--- config.mk ---
export PLATFORM = sky130hd
export DESIGN_NAME = alu_cmd_sequencer
export DESIGN_NICKNAME = d
export VERILOG_FILES = /design/src/rtl/alu_cmd_sequencer.sv
export SDC_FILE = /design/constraint.sdc
export NUM_CORES = 1
export LEC_CHECK = 0
export ABC_AREA = 1
export CAP_MARGIN = 40
export CORE_ASPECT_RATIO = 1.75
export CORE_MARGIN = 5
export CORE_UTILIZATION = 54
export CTS_CLUSTER_DIAMETER = 120
export DETAILED_ROUTE_END_ITERATION = 16
export PLACE_DENSITY = 0.84
export SYNTH_ARGS = -nofsm -noshare
export SYNTH_HDL_FRONTEND = slang
export SYNTH_SLANG_ARGS = --single-unit
--- constraint.sdc ---
create_clock -name clk -period 5.5 [get_ports clk]
set_input_delay 1.1 -clock clk [delete_from_list [all_inputs] [get_ports clk]]
set_output_delay 1.1 -clock clk [all_outputs]
set_load 0.03 [all_outputs]
--- src/rtl/alu_cmd_sequencer.sv ---
// alu_cmd_sequencer: buffers tagged ALU commands in a FIFO, drives them into a
// combinational ALU one at a time and returns the captured results in order.
// Optional built-in result checker: define ALU_SCOREBOARD_EN.
module alu_cmd_sequencer #(
    parameter int DEPTH      = 4,
    parameter int TAG_W      = 4,
    parameter int SETTLE_CYC = 1
) (
    input  logic                       clk,
    input  logic                       rst_n,
    input  logic                       cmd_valid,
    output logic                       cmd_ready,
    input  logic [2:0]                 cmd_op,
    input  logic [31:0]                cmd_a,
    input  logic [31:0]                cmd_b,
    input  logic [TAG_W-1:0]           cmd_tag,
    output logic [2:0]                 alu_op,
    output logic [31:0]                alu_a,
    output logic [31:0]                alu_b,
    input  logic [31:0]                alu_y,
    input  logic                       alu_z,
    input  logic                       alu_n,
    input  logic                       alu_c,
    input  logic                       alu_v,
    output logic                       rsp_valid,
    input  logic                       rsp_ready,
    output logic [31:0]                rsp_y,
    output logic [3:0]                 rsp_flags,
    output logic [TAG_W-1:0]           rsp_tag,
    output logic                       rsp_err,
    output logic                       rsp_mismatch,
    output logic [15:0]                mismatch_cnt,
    output logic [$clog2(DEPTH):0]     fifo_count,
    output logic                       busy
);
    localparam int PW = $clog2(DEPTH);
    localparam int CW = $clog2(DEPTH) + 1;
    localparam int SW = $clog2(SETTLE_CYC + 1);

    typedef struct packed {
        logic [2:0]       op;
        logic [31:0]      a;
        logic [31:0]      b;
        logic [TAG_W-1:0] tag;
    } cmd_t;

    typedef enum logic [1:0] {IDLE, SETTLE, RESP} state_t;

    cmd_t          mem [DEPTH];
    cmd_t          head;
    logic [PW-1:0] wr_ptr, rd_ptr;
    logic          push, pop, head_legal;
    state_t        state, state_d;
    logic [SW-1:0] settle_cnt;
    logic          ld_alu, ld_err, cap, rsp_done;

    // Ready depends on occupancy only, so a full FIFO never accepts even when
    // the FSM pops in the same cycle; held low throughout reset.
    assign cmd_ready  = rst_n && (fifo_count != CW'(DEPTH));
    assign push       = cmd_valid && cmd_ready;
    assign head       = mem[rd_ptr];
    assign head_legal = (head.op <= 3'd5);
    assign busy       = (state != IDLE) || (fifo_count != '0);

    // Command storage; contents are don't-care until written.
    always_ff @(posedge clk) begin
        if (push) mem[wr_ptr] <= '{op: cmd_op, a: cmd_a, b: cmd_b, tag: cmd_tag};
    end

    // FIFO pointers and occupancy; pointers wrap naturally since DEPTH is 2^PW.
    always_ff @(posedge clk or negedge rst_n) begin
        if (!rst_n) begin
            wr_ptr     <= '0;
            rd_ptr     <= '0;
            fifo_count <= '0;
        end else begin
            if (push) wr_ptr <= wr_ptr + 1'b1;
            if (pop)  rd_ptr <= rd_ptr + 1'b1;
            case ({push, pop})
                2'b10:   fifo_count <= fifo_count + 1'b1;
                2'b01:   fifo_count <= fifo_count - 1'b1;
                default: fifo_count <= fifo_count;
            endcase
        end
    end

    // FSM state register.
    always_ff @(posedge clk or negedge rst_n) begin
        if (!rst_n) state <= IDLE;
        else        state <= state_d;
    end

    // Next state and datapath strobes.
    always_comb begin
        state_d  = state;
        pop      = 1'b0;
        ld_alu   = 1'b0;
        ld_err   = 1'b0;
        cap      = 1'b0;
        rsp_done = 1'b0;
        case (state)
            IDLE: begin
                if (fifo_count != '0) begin
                    pop = 1'b1;
                    if (head_legal) begin
                        ld_alu  = 1'b1;
                        state_d = SETTLE;
                    end else begin
                        ld_err  = 1'b1;
                        state_d = RESP;
                    end
                end
            end
            SETTLE: begin
                // counter reaches zero on this edge
                if (settle_cnt == SW'(1)) begin
                    cap     = 1'b1;
                    state_d = RESP;
                end
            end
            RESP: begin
                // rsp_valid is always high here, so ready alone is the handshake
                if (rsp_ready) begin
                    rsp_done = 1'b1;
                    state_d  = IDLE;
                end
            end
            default: state_d = IDLE;
        endcase
    end

    // ALU drive, settle counter and response registers. The ALU drive is never
    // cleared between commands; it only changes when a legal command is popped.
    always_ff @(posedge clk or negedge rst_n) begin
        if (!rst_n) begin
            alu_op     <= '0;
            alu_a      <= '0;
            alu_b      <= '0;
            settle_cnt <= '0;
            rsp_valid  <= 1'b0;
            rsp_y      <= '0;
            rsp_flags  <= '0;
            rsp_tag    <= '0;
            rsp_err    <= 1'b0;
        end else begin
            if (ld_alu) begin
                alu_op     <= head.op;
                alu_a      <= head.a;
                alu_b      <= head.b;
                settle_cnt <= SW'(SETTLE_CYC);
            end else if (state == SETTLE) begin
                settle_cnt <= settle_cnt - 1'b1;
            end
            // tag moves while rsp_valid is low, so the response stays stable
            if (pop) rsp_tag <= head.tag;
            if (ld_err) begin
                rsp_y     <= '0;
                rsp_flags <= '0;
                rsp_err   <= 1'b1;
                rsp_valid <= 1'b1;
            end
            if (cap) begin
                rsp_y     <= alu_y;
                rsp_flags <= {alu_z, alu_n, alu_c, alu_v};
                rsp_err   <= 1'b0;
                rsp_valid <= 1'b1;
            end
            if (rsp_done) rsp_valid <= 1'b0;
        end
    end

`ifdef ALU_SCOREBOARD_EN
    logic [31:0] exp_y;
    logic        exp_bad;

    // Reference result from the latched ALU drive; c and v are not modelled.
    always_comb begin
        exp_y = '0;
        case (alu_op)
            3'd0:    exp_y = alu_a + alu_b;
            3'd1:    exp_y = alu_a - alu_b;
            3'd2:    exp_y = alu_a & alu_b;
            3'd3:    exp_y = alu_a | alu_b;
            3'd4:    exp_y = alu_a ^ alu_b;
            3'd5:    exp_y = ($signed(alu_a) < $signed(alu_b)) ? 32'd1 : 32'd0;
            default: exp_y = '0;
        endcase
        exp_bad = (alu_y != exp_y) || (alu_z != (exp_y == '0)) || (alu_n != exp_y[31]);
    end

    // Mismatch flag per response and saturating count; illegal ops never compare.
    always_ff @(posedge clk or negedge rst_n) begin
        if (!rst_n) begin
            rsp_mismatch <= 1'b0;
            mismatch_cnt <= '0;
        end else begin
            if (ld_err) rsp_mismatch <= 1'b0;
            if (cap) begin
                rsp_mismatch <= exp_bad;
                if (exp_bad && (mismatch_cnt != 16'hFFFF)) mismatch_cnt <= mismatch_cnt + 1'b1;
            end
        end
    end
`else
    assign rsp_mismatch = 1'b0;
    assign mismatch_cnt = '0;
`endif

endmodule

* After elaboration in Yosys (flattened, before gate mapping)
Memory sizes are Yosys's and may differ from the RTL's. Index checks and enable logic that the tools add are counted.
Storage, ports and cells: register bits 119, memory bits (writable) 284, input port bits 111, output and inout bits 131, word-level logic and storage cells 69, memories 1
Memory list:
- mem | depth 4, bits a word 71, read ports 1, clocked after Yosys merged registers in 0, write ports 1, line 49 | cmd_t mem [DEPTH];
Operators by class: add/subtract/negate cells 5, order comparisons 1, equal/unequal tests 8, multiplexer cells 30, reductions and logical operators 11
Operators with widths (number):
- $mux 32 | 2
- $mux 1 | 20
- $mux 2 | 4
- $mux 4 | 2
- $reduce_bool 2->1 | 4
- $ne 2x2->1 const B | 3
- $pmux 2 s3 | 1
- $pmux 3 s2 | 1
- $reduce_bool 3->1 | 2
- $add 2x1->2 const B | 2
- $eq 2x1->1 const B | 2
- $eq 2x2->1 const B | 2
- $add 3x1->3 const B | 1
- $le 3x3->1 const B | 1
- $ne 3x3->1 const B | 1
- $reduce_and 3->1 | 1
- $sub 3x1->3 const B | 1
- $logic_and 1x1->1 | 2
- $logic_not 2->1 | 1
- $logic_or 1x1->1 | 1
- $sub 1x1->1 const B | 1

* Logic depth before layout (Yosys ltp)
An unclocked memory read counts as a cell.
depth in word-level cells 8, gate-level depth with buffers 12, depth with buffers taken out 9

* Worst setup path before layout
OpenSTA, ideal clock, no wires.
path kind input to register, start point input port rst_n, end point memory mem[0][0] (netlist bit) (enable), setup time 0.501 ns, data arrival time 5.066 ns, required time 4.999 ns, setup slack -0.067 ns, stages on the path 4, path buffers 0, path through inv_1 > a31oi_1 > nand2_1 > nor2_1
On the way: cells in the longest elaborated chain, start to end 4
Ends and longest elaborated chain:
- start, declared | line 10 | input logic rst_n,
- $logic_and 1x1->1 | line 59 | assign cmd_ready = rst_n && (fifo_count != CW'(DEPTH));
- via cmd_ready | line 12 | output logic cmd_ready,
- $logic_and 1x1->1 | line 60 | assign push = cmd_valid && cmd_ready;
- $mux 1 | line 67 | if (push) mem[wr_ptr] <= '{op: cmd_op, a: cmd_a, b: cmd_b, tag: cmd_tag};
- $mux 1 (not written as such) | line 67
- end, declared | line 49
The timed path passes the listed nets, and every way through them passes these cells.

* Final worst setup path
start point input port rst_n, end point output port cmd_ready
On the way: cells in the longest elaborated chain, start to end 1
Ends and longest elaborated chain (line):
- $logic_and 1x1->1 | 59
- end, declared | 12
No other way between the ends.

==> flow_metrics.py <==
metrics = {
    "outcome": {
        "status": "complete, no violations",
    },
    "floorplan": {
        "initial_utilization_pct": 54.5,
        "io_pins": 242,
        "fp-row-count": 83,
        "die_width_um": 140,
        "core_um2": 29200,
        "die_area_um2": 33100,
        "die_y_um": 237,
    },
    "route": {
        "ant_nets": 0,
        "first_pass_iters": 5,
        "wirelength_mm": 37.9,
        "wl_per_cell_um": 19.0,
        "vias": 11000,
        "via_per_inst": 5.51,
        "drtIter0Drc": 799,
        "post-route-drc-count": 0,
    },
    "grt": {
        "gr-total-overflow": 0,
        "grt_pass1_wl_mm": 58.9,
        "grt_max_degree": 80,
        "track_usage_pct": 22.4,
        "antenna_found_initial": 5,
        "grt_pass1_vias": 11200,
    },
    "placement": {
        "dp_hpwl_mm": 23.7,
        "placed_area_um2": 18400,
        "port_buffers": 224,
        "gp_congestion": 0.800,
    },
    "synth": {
        "yosys.area_share.xor_xnor_pct": 0.220,
        "synth_most_common_cell": "nor2_1",
        "synth_area_per_cell_um2": 11.4,
        "synth_edf_count": 284,
        "yosys_warnings": 0,
        "yosysSeqAreaShare_pct": 72.4,
        "synth_common_cells": "292 x nor2_1, 284 x edfxtp_1, 284 x nand2_1, 139 x o21ai_0, 119 x dfrtp_1",
        "yosys.area.top_type": "edfxtp_1",
        "synth_fa_ha_area_share_pct": 0.519,
        "ys.flop_type": "edfxtp_1",
        "ys_seq_elements": 403,
        "synth_mux_area_share_pct": 0,
        "netlist.area_leader.share_pct": 53.6,
        "ys_types": 29,
        "syn-cell-area_um2": 15900,
        "netlist_top_cells_area": "edfxtp_1 54%, dfrtp_1 19%, nor2_1 6.9%",
        "ys_async_sr_fraction_pct": 29.5,
        "synth-compound-area-share_pct": 4.90,
        "synth-simple-area-share_pct": 17.7,
        "postSynthCellCount": 1389,
        "synth_top_family_by_area": "simple AND/OR/NAND/NOR gates",
    },
    "sta": {
        "min_period_ns": 3.57,
        "hold_violations": 0,
        "setup_tns_ns": 0,
        "timing.final.crit_share_pct": 65.0,
        "worst_slew_pin_slew_ns": 0.877,
        "finalClockSkew_ns": 0.0167,
        "finalSetupViolCount": 0,
        "max_slew_margin_pct": 41.5,
        "clock.fmax_mhz": 280,
        "rsz0062_at_grt": "no",
        "slew_violations": 0,
    },
    "layout": {
        "layout-area-overhead-vs-synth_pct": 23.6,
        "final_layout_size_suffix_gt1_share_pct": 5.04,
        "nets": 1698,
        "post-route-util_pct": 67.3,
        "final_cell_area_um2": 19600,
    },
    "clock_network": {
        "numCtsBuffers": 35,
        "clk_pin_slew_ns": 0.06,
        "cts_htree_levels": 2,
        "clk_latency_ns": 0.53,
        "cts_tree": "built",
        "postCtsSetupRepairBufs": 0,
        "ctsResizeCount": 0,
        "cts_sinks": 403,
        "clockRootBuffer": "clkbuf_16",
        "clockBufferDepth": 3,
        "postCtsHoldBufs": 0,
    },
    "min_path": {
        "hp-start": "alu_a[25]",
        "worstHoldPathType": "reg2reg",
        "hold_depth": 2,
        "whs_endpoint": "alu_a[25]",
    },
    "critical_path": {
        "worstSetupPathType": "in2out",
        "cp-end-kind": "output pin",
        "arrival_ns": 2.47,
        "crit_family": "buffers and inverters",
        "r2r_start": "rd_ptr[1]",
        "crit_slowest_cell": "clkdlybuf4s50_1",
        "startpoint_type": "input pin",
        "worst_r2r_path_depth": 7,
        "crit_fanout": 51,
        "worstPathCellList": "buf_6 > inv_1 > a31oi_1 > clkdlybuf4s50_1",
        "r2r_end": "alu_a[2]",
        "cp_num_buf_inv": 3,
        "critPathRequiredTime_ns": 4.40,
        "cpPeakStageDelay_ns": 0.71,
        "rrSetupSlack_ns": 2.80,
    },
    "power": {
        "power_density_nw_per_um2": 595,
        "swShare_pct": 39.3,
        "seq_power_share_pct": 37.2,
        "leakage_nw": 7.73,
        "switching_power_mw": 4.60,
        "vdd_drop_max_mv": 0.426,
        "power_frac_comb_pct": 40.9,
        "clkPwrFrac_pct": 21.9,
        "p_int_mw": 7.09,
    },
    "run": {
        "drv_cap": 0,
    },
}
## registers in the layout (all words and copies together), names as in the netlist
register and count:
rd_ptr 2, rsp_flags 4, state 2, wr_ptr 2, alu_op 3, alu_a 32, rsp_err 1, alu_b 32
mem 284, fifo_count 3, rsp_y 32, rsp_valid 1, settle_cnt 1, rsp_tag 4
## metal layers
metal / GRT usage (%) / part of all wire, % / vias up
met1: 25.5 / 36 / 5321
met2: 40.6 / 54 / 499
met5: 0 / 0 / -
met4: 9.76 / 3.4 / 0
met3: 4.14 / 7.1 / 71
li1: - / - / 5096
## how the worst max path moves through the flow
stage / start / end / slack, ns / cells after the start
after global routing: rst_n / cmd_ready / 1.78 / 4
after CTS: rst_n / cmd_ready / 1.88 / 4
after floorplan: rst_n / mem[0][0] / -0.07 / 4
after detailed placement: rst_n / mem[2][49] / 1.72 / 6
after global placement: rst_n / mem[2][32] / 1.74 / 6
final: rst_n / cmd_ready / 1.93 / 4
## stage by stage
stage,std cells,total power [mW],hold slack [ns],setup WS [ns]
6_report,1994,11.7,0.468,1.93
3_5_place_dp,1926,9.19,0.457,1.72
3_3_place_gp,1921,8.91,0.453,1.74
5_1_grt,1994,12.3,0.495,1.78
4_1_cts,1989,11.8,0.473,1.88
2_1_floorplan,1405,7.46,0.445,-0.0671
## worst register-to-register path: cells and delay by family, from the launching register on
family	cells	cell delay [ns]
buf+inv	2	1.02
simple gates	5	0.92
flops	1	0.69
## power groups by stage
stage                     Combinational, mW  Sequential [mW]  Clock (mW)
after global placement                 4.48             4.43           0
after CTS                              4.81             4.34        2.61
after floorplan                        2.46             5.00           0
final                                  4.77             4.34        2.56
after detailed placement               4.79             4.40           0
after global routing                   5.19             4.41        2.73
## cells by family (layout without fill, tap and decap cells)
kind of cell | count (synthesis) | after routing
adders and majority gates | 6 | 6
buffers and inverters | 134 | 336
DFF | 403 | 403
other | 1 | 22
xor gates and xnor gates | 4 | 4
AOI/OAI and AO/OA | 153 | 153
and+or+nand+nor | 688 | 688
## layout by cell type (no fill, tap or decap), types with 2 or more instances in the layout
master	n
nor2_1	288
nand2_1	284
edfxtp_1	284
clkdlybuf4s50_1	223
o21ai_0	139
dfrtp_1	117
nand4_1	65
nand3_1	44
clkbuf_16	37
inv_1	26
conb_1	17
clkbuf_1	13
buf_4	10
buf_12	6
diode_2	5
a31oi_1	5
ha_1	5
bufinv_16	5
nor2_4	4
a21oi_1	4
inv_2	3
buf_16	3
xnor2_1	2
o21ai_1	2
xor2_1	2
clkinvlp_4	2
clkbuf_8	2
dfrtp_4	2
## cell type report
cell class	instances	area, µm²
flip-flops and latches	403	11500
fillers	2047	9540
multi-input cells	868	3810
repair buffers	243	2520
clock buffers	52	1000
well taps	382	478
clock inverters	11	194
inverters	30	115
diodes	5	12.5
Note: power is estimated with default switching activity, not from simulation.
